**src/rtl/gl_commit_unit.sv**
```systemverilog
// gl_commit_unit: graduation-list retirement controller.
// Optional macro COMMIT_STATS_EN adds the retired_count_o counter.

package gl_commit_pkg;
   localparam int NUM_ENTRIES = 32;
   localparam int GL_IDX_W    = $clog2(NUM_ENTRIES);

   typedef logic [GL_IDX_W-1:0] gl_index_t;

   typedef enum logic [2:0] {
      INSTR_NONE   = 3'd0,
      INSTR_ALU    = 3'd1,
      INSTR_LOAD   = 3'd2,
      INSTR_STORE  = 3'd3,
      INSTR_AMO    = 3'd4,
      INSTR_BRANCH = 3'd5
   } instr_type_t;

   typedef struct packed {
      logic [31:0] pc;
      instr_type_t instr_type;
      logic        ex_valid;
   } gl_instruction_t;

   typedef struct packed {
      logic [63:0] cause;
      logic [63:0] tval;
      logic        valid;
   } exception_t;
endpackage

module gl_commit_unit
   import gl_commit_pkg::*;
(
   input  logic                  clk_i,
   input  logic                  rstn_i,
   input  gl_instruction_t [1:0] gl_instr_i,
   input  logic [1:0]            gl_is_csr_i,
   input  gl_index_t             gl_head_i,
   input  exception_t            gl_exception_i,
   output logic [1:0]            read_head_o,
   output logic                  flush_commit_o,
   output exception_t            exception_o,
   output gl_index_t             commit_gl_entry_o,
   output logic                  store_commit_o,
   input  logic                  store_ready_i,
   output logic                  csr_req_o,
   input  logic                  csr_resp_valid_i,
   input  logic                  csr_flush_i
`ifdef COMMIT_STATS_EN
   ,output logic [63:0]          retired_count_o
`endif
);

   typedef enum logic [1:0] {
      RUN      = 2'd0,
      CSR_WAIT = 2'd1,
      FLUSH    = 2'd2
   } state_t;

   state_t     state_q, state_n;
   exception_t exc_q;
   logic       exc_latch;
   logic       s0_v, s1_v;
   logic       s0_st, s1_st;
   logic       s0_ret, s1_ret;

   assign s0_v  = (gl_instr_i[0] != '0);
   assign s1_v  = (gl_instr_i[1] != '0);
   assign s0_st = (gl_instr_i[0].instr_type == INSTR_STORE) ||
                  (gl_instr_i[0].instr_type == INSTR_AMO);
   assign s1_st = (gl_instr_i[1].instr_type == INSTR_STORE) ||
                  (gl_instr_i[1].instr_type == INSTR_AMO);

   assign commit_gl_entry_o = gl_head_i;
   assign flush_commit_o    = (state_q == FLUSH);
   assign exception_o       = exc_q;

   // state register
   always_ff @(posedge clk_i or negedge rstn_i) begin
      if (!rstn_i) state_q <= RUN;
      else         state_q <= state_n;
   end

   // retire decision, handshakes and next state; outputs forced idle in reset
   always_comb begin
      state_n        = state_q;
      read_head_o    = 2'b00;
      store_commit_o = 1'b0;
      csr_req_o      = 1'b0;
      exc_latch      = 1'b0;
      s0_ret         = 1'b0;
      s1_ret         = 1'b0;
      if (rstn_i) begin
         unique case (state_q)
            RUN: begin
               if (s0_v) begin
                  unique case (1'b1)
                     gl_instr_i[0].ex_valid: begin
                        exc_latch = 1'b1;
                        state_n   = FLUSH;
                     end
                     gl_is_csr_i[0]: begin
                        csr_req_o = 1'b1;
                        state_n   = CSR_WAIT;
                     end
                     default: s0_ret = !s0_st || store_ready_i;
                  endcase
               end
               s1_ret = s0_ret && s1_v &&
                        !gl_instr_i[1].ex_valid && !gl_is_csr_i[1] &&
                        (!s1_st || (!s0_st && store_ready_i));
               read_head_o    = {s1_ret, s0_ret};
               store_commit_o = (s0_ret && s0_st) || (s1_ret && s1_st);
            end
            CSR_WAIT: begin
               csr_req_o = 1'b1;
               if (csr_resp_valid_i) begin
                  read_head_o = 2'b01;
                  state_n     = csr_flush_i ? FLUSH : RUN;
               end
            end
            FLUSH: state_n = RUN;
            default: state_n = RUN;
         endcase
      end
   end

   // exception captured when the head entry faults; held until the next one
   always_ff @(posedge clk_i or negedge rstn_i) begin
      if (!rstn_i)        exc_q <= '0;
      else if (exc_latch) exc_q <= gl_exception_i;
   end

`ifdef COMMIT_STATS_EN
   logic [63:0] count_q;

   // running total of retired instructions, wraps naturally
   always_ff @(posedge clk_i or negedge rstn_i) begin
      if (!rstn_i) count_q <= '0;
      else         count_q <= count_q + {63'd0, read_head_o[1]}
                                      + {63'd0, read_head_o[0]};
   end

   assign retired_count_o = count_q;
`endif

endmodule

```
**config.mk**
```make
export PLATFORM = sky130hd
export DESIGN_NAME = gl_commit_unit
export DESIGN_NICKNAME = d
export VERILOG_FILES = /design/src/rtl/gl_commit_unit.sv
export SDC_FILE = /design/constraint.sdc
export NUM_CORES = 1
export LEC_CHECK = 0
export CAP_MARGIN = 25
export CORE_AREA = 2 2 135 137
export DETAILED_ROUTE_END_ITERATION = 10
export DIE_AREA = 0 0 137 139
export PLACE_DENSITY = 0.7
export SLEW_MARGIN = 25
export SYNTH_ARGS = -nofsm -noshare
export SYNTH_HDL_FRONTEND = slang
export SYNTH_SLANG_ARGS = --single-unit
```
**constraint.sdc**
```tcl
create_clock -name clk_i -period 1.77 [get_ports clk_i]
set_input_delay 0.354 -clock clk_i [delete_from_list [all_inputs] [get_ports clk_i]]
set_output_delay 0.354 -clock clk_i [all_outputs]
set_load 0.03 [all_outputs]
```
Word-level counts from Yosys, hierarchy flattened --
Cells that the tools add are included.
Storage, ports and cells: register bits after elaboration 131, input bits 213, output and inout bits 139
Cells by class: equal/unequal tests 9, muxes and demuxes 22, reduce and logical (&&, ||, !) cells 21
Operators with widths (count):
- $reduce_bool A36 Y1 | 2
- $mux W1 | 14
- $pmux W2 S2 | 3
- $mux W2 | 4
- $logic_and A1 B1 Y1 | 7
- $eq A3 B2 Y1 const B | 2
- $eq A3 B3 Y1 const B | 2
- $logic_or A1 B1 Y1 | 5
- $logic_not A1 Y1 | 4
- $ne A2 B2 Y1 const B | 2
- $reduce_and A4 Y1 | 1
- $ne A3 B3 Y1 const B | 1
- $eq A2 B1 Y1 const B | 1
- $eq A2 B2 Y1 const B | 1
- $logic_not A2 Y1 | 1
- $pmux W1 S2 | 1
- $reduce_or A2 Y1 | 1

Longest topological paths before layout --
word-level depth 16, gate-level depth with buffers 6, gate-level depth less buffers 4

Least setup slack after synthesis --
Ideal clock, no wire load.
kind input-to-output, start in gl_instr_i[2] (netlist name), end out read_head_o[1], arrival 1.936 ns, data required time 1.416 ns, slack -0.520 ns, cell stages on the path 4, path buffers 0, cell sequence nor2b_1 a211o_1 a211o_1 nor4_1
On the way: word-level cells in the longest chain between the ends 14, elaborated cells between the ends (all ways) 18, classes of those cells eq/ne (2); mux (6); reduce/logical (10)
RTL lines:
- start, declared | RTL line 37 | input gl_instruction_t [1:0] gl_instr_i,
- $eq A3 B2 Y1 or $eq A3 B3 Y1 (tied branches) | RTL line 70, 71
- $logic_or A1 B1 Y1 | RTL line 70 | assign s0_st = (gl_instr_i[0].instr_type == INSTR_STORE) ||
- $logic_not A1 Y1 | RTL line 107, 112
- $logic_or A1 B1 Y1 | RTL line 107 | default: s0_ret = !s0_st || store_ready_i;
- $mux W1 | RTL line 98 | unique case (1'b1)
- $mux W1 | RTL line 97 | if (s0_v) begin
- $mux W1 | RTL line 95 | unique case (state_q)
- $mux W1 | RTL line 94 | if (rstn_i) begin
- $logic_and A1 B1 Y1 (2 in series) | RTL line 110 | s1_ret = s0_ret && s1_v &&
- $logic_and A1 B1 Y1 | RTL line 111 | !gl_instr_i[1].ex_valid && !gl_is_csr_i[1] &&
- $logic_and A1 B1 Y1 * | RTL line 111
- $pmux W2 S2 * | RTL line 95
- $mux W2 * | RTL line 94
- end, declared | RTL line 41 | output logic [1:0] read_head_o,
Every way passes the cells marked *; elsewhere a longest branch is shown, timed or not. The select of a mux whose other input is x is not followed.

Final worst setup path --
start in gl_instr_i[65] (netlist name), end out read_head_o[1]
On the way: word-level cells in the longest chain between the ends 7
RTL lines:
- $reduce_bool A36 Y1 | RTL line 69 | assign s1_v = (gl_instr_i[1] != '0);
- $logic_and A1 B1 Y1 (2 in series) | RTL line 110
- $logic_and A1 B1 Y1 (2 in series) | RTL line 111
- $pmux W2 S2 | RTL line 95
- $mux W2 | RTL line 94
No other way between the ends.

==> summary.txt <==
Max Cap Viol: 0
Worst-Margin Slew: 0.533 ns
Port Buffer Count: 341
Number of global-route vias before repair: 4,849
Avg WL per Cell: 18.0 µm
GPL Wtd Cong: 0.773
Share of the synthesized area in the top cell type: 57.3%
Post-synth EDFFs: 0
Layout Nets: 933
Largest net degree at the start of global routing: 48
Placement Rows: 49
Startpoint types: input pin
Syn_area_per_cell: 17.0 µm²
RSZ-0062 raised after global routing: yes
Die height: 139 µm
Largest area contributor in the netlist: dfrtp_1
Async SR Flop Fraction: 100%
Max clock buf depth: 2
CTS sink count: 131
Worst Path Required: 1.42 ns
Num CTS Buffers: 17
Syn_nets: 550
Hold Startpoint: rstn_i
Most frequent cells in the layout: 151 x clkdlybuf4s50_1, 135 x dlygate4sd2_1, 131 x dfrtp_1, 110 x mux2_4, 29 x buf_4
DR pass1 iterations: 4
Setup violations, final: 4
Antenna violations before repair: 0
Cell Chain, Critical Path: clkdlybuf4s50_1 -> nor4_2 -> nand3_1 -> nor3_2 -> buf_4 -> nor4_4 -> buf_6
I/O pin total: 352
Dpl hpwl: 13,200 µm
Outcome: complete, but fails checks
Leakage: 4.72 nW
GRT Total Usage: 17.9%
Cells after Synth: 337
Crit path kind: input pin to output port
Top cells by area, synth: dfrtp_1 57%, mux2_4 29%, mux2_2 3.7%
Clock root buffer master: clkbuf_16
CTS tree: built
Grt ovf: 0
Total routed wirelength: 17,300 µm
Peak supply drop: 922 µV
Crit end category: output port
Crit-path max FO: 1
Setup TNS Final: -0.674 ns
DRC: 0
Period minus WS final: 2.08 ns
Clock slew at reported path FFs: 0.06 ns
Die area: 19,000 µm²
Filler Cells Inserted: 1,428
YS warnings: 0
Setup crit start: gl_instr_i[65]
Rel. slew slack: 64.4%
Critical R2R Launch: state_q[1]
Post-route cell area: 10,200 µm²
Htree depth: 4
Fin. max-slew vios: 0
Worst Hold Slack: 0.387 ns
Post-synth top flop: dfrtp_1
Fmax: 0.480 GHz
Worst hold path type: input pin to register
Placeable Area: 17,700 µm²
Violated checks: setup timing
Final Hold Viols: 0
Critical Path Max Stage Delay: 0.44 ns
DP Area: 9610 µm²
Commonest non-fill, non-tap cell in the layout: clkdlybuf4s50_1
ANT nets after route: 0
Fin crit share: 118%
Power Density: 1580 nW/µm²
Distinct cell type count after synthesis: 27
Ratio of cells with drive above 1 in the final layout: 35.8%
First-pass GRT wire length: 26,100 µm
Via Count: 4,373
CP Data Arrival Time: 1.73 ns
Worst-Skew Late Latency: 0.41 ns
Slowest-stage cell, CP: clkdlybuf4s50_1
Die span in x: 137 µm
Register bit count reported by yosys: 131
Setup ws final: -0.313 ns
Area growth syn-to-layout: 78.7%
Diodes inserted: 0
Syn Std Cell Area: 5720 µm²
Seq/Total Area, Yosys: 57.3%
Starting DRC count in detailed routing: 97
Clk_skew: 0.00744 ns
Initial core utilization: 32.4%
Via density per instance: 4.55
Post-layout util: 57.9%
## area by class of cell
cell class                 instances  area (µm²)  share of cell area, %
clock inverter                    13         128                   1.25
clock buffer                      18         429                   4.20
multi-input combinational        184        2450                   24.0
inverter                           3        11.3                  0.110
sequential                       131        3280                   32.1
timing repair buffer             383        3640                   35.6
tap                              229         287                   2.80
## final timing paths
| kind | to | slack, ns | cells after the start |
|---|---|---|---|
| worst min-delay path | state_q[1] | 0.39 | 4 |
| worst min register to register | exception_o[128] | 0.50 | 1 |
| min in group asynchronous | exception_o[56] | 0.42 | 3 |
| worst max register to register | exception_o[72] | 0.07 | 7 |
| worst max-delay path | read_head_o[1] | -0.31 | 7 |
| max in group asynchronous | exception_o[19] | 0.25 | 5 |
## critical path, delay by kind of cell
| family | cells | cell delay, ns |
|---|---|---|
| buffers and inverters | 3 | 0.72 |
| and+or+nand+nor | 4 | 0.65 |
## stage by stage
stage               setup WS [ns]  power, mW  cells
global placement           -0.804       13.7    927
finish                     -0.313       16.1    961
floorplan                 -0.0119       9.99    337
global route               -0.386       16.9    961
detailed placement         -0.759       13.9    927
CTS                        -0.315       16.3    959
## Yosys cell counts, types with 3 or more instances
cell type,count
buf_4,5
buf_8,11
dfrtp_1,131
inv_1,3
mux2_2,19
mux2_4,110
nand2_1,5
nand3_1,3
nor2_1,4
nor4_1,19
o21ai_0,4
## routing by layer
metal  wire length, µm  track usage (%)  part of all wire (%)  vias up
met5                 0                0                     0        -
met4               519             8.36                   3.0        0
met3              1340             4.75                   7.8       39
met2              9390             32.9                    54      219
met1              6010             18.5                    35     2124
li1                  -                -                     -     1991
## power by group
group	leakage, nW	switching, mW	internal [mW]
clock	0.269	1.36	1.95
sequential	1.54	0.727	4.34
combinational	2.91	4.25	3.52
total	4.72	6.34	9.81
## cells by family (layout without fill, tap and decap cells)
family                 after synthesis  count (layout)  share of synthesized area, %
AO/OA/AOI/OAI                       14              14                          1.60
buffers and inverters               22             417                          4.22
flip-flops                         131             131                          57.3
multiplexers                       129             129                          32.6
AND/OR/NAND/NOR                     41              41                          4.22
## repair_timing
item	CTS	global route
cloned	0	0
buffers inserted	1	2
setup endpoints to repair	134	46
hold buffers	1	0
pin swaps	25	17
resized for setup	283	35
hold endpoints to repair	3	0
## registers in the layout, indices dropped and copies added, names as in the netlist
signal       count
state_q          2
exception_o    129
(Power assumes the default switching activity.)
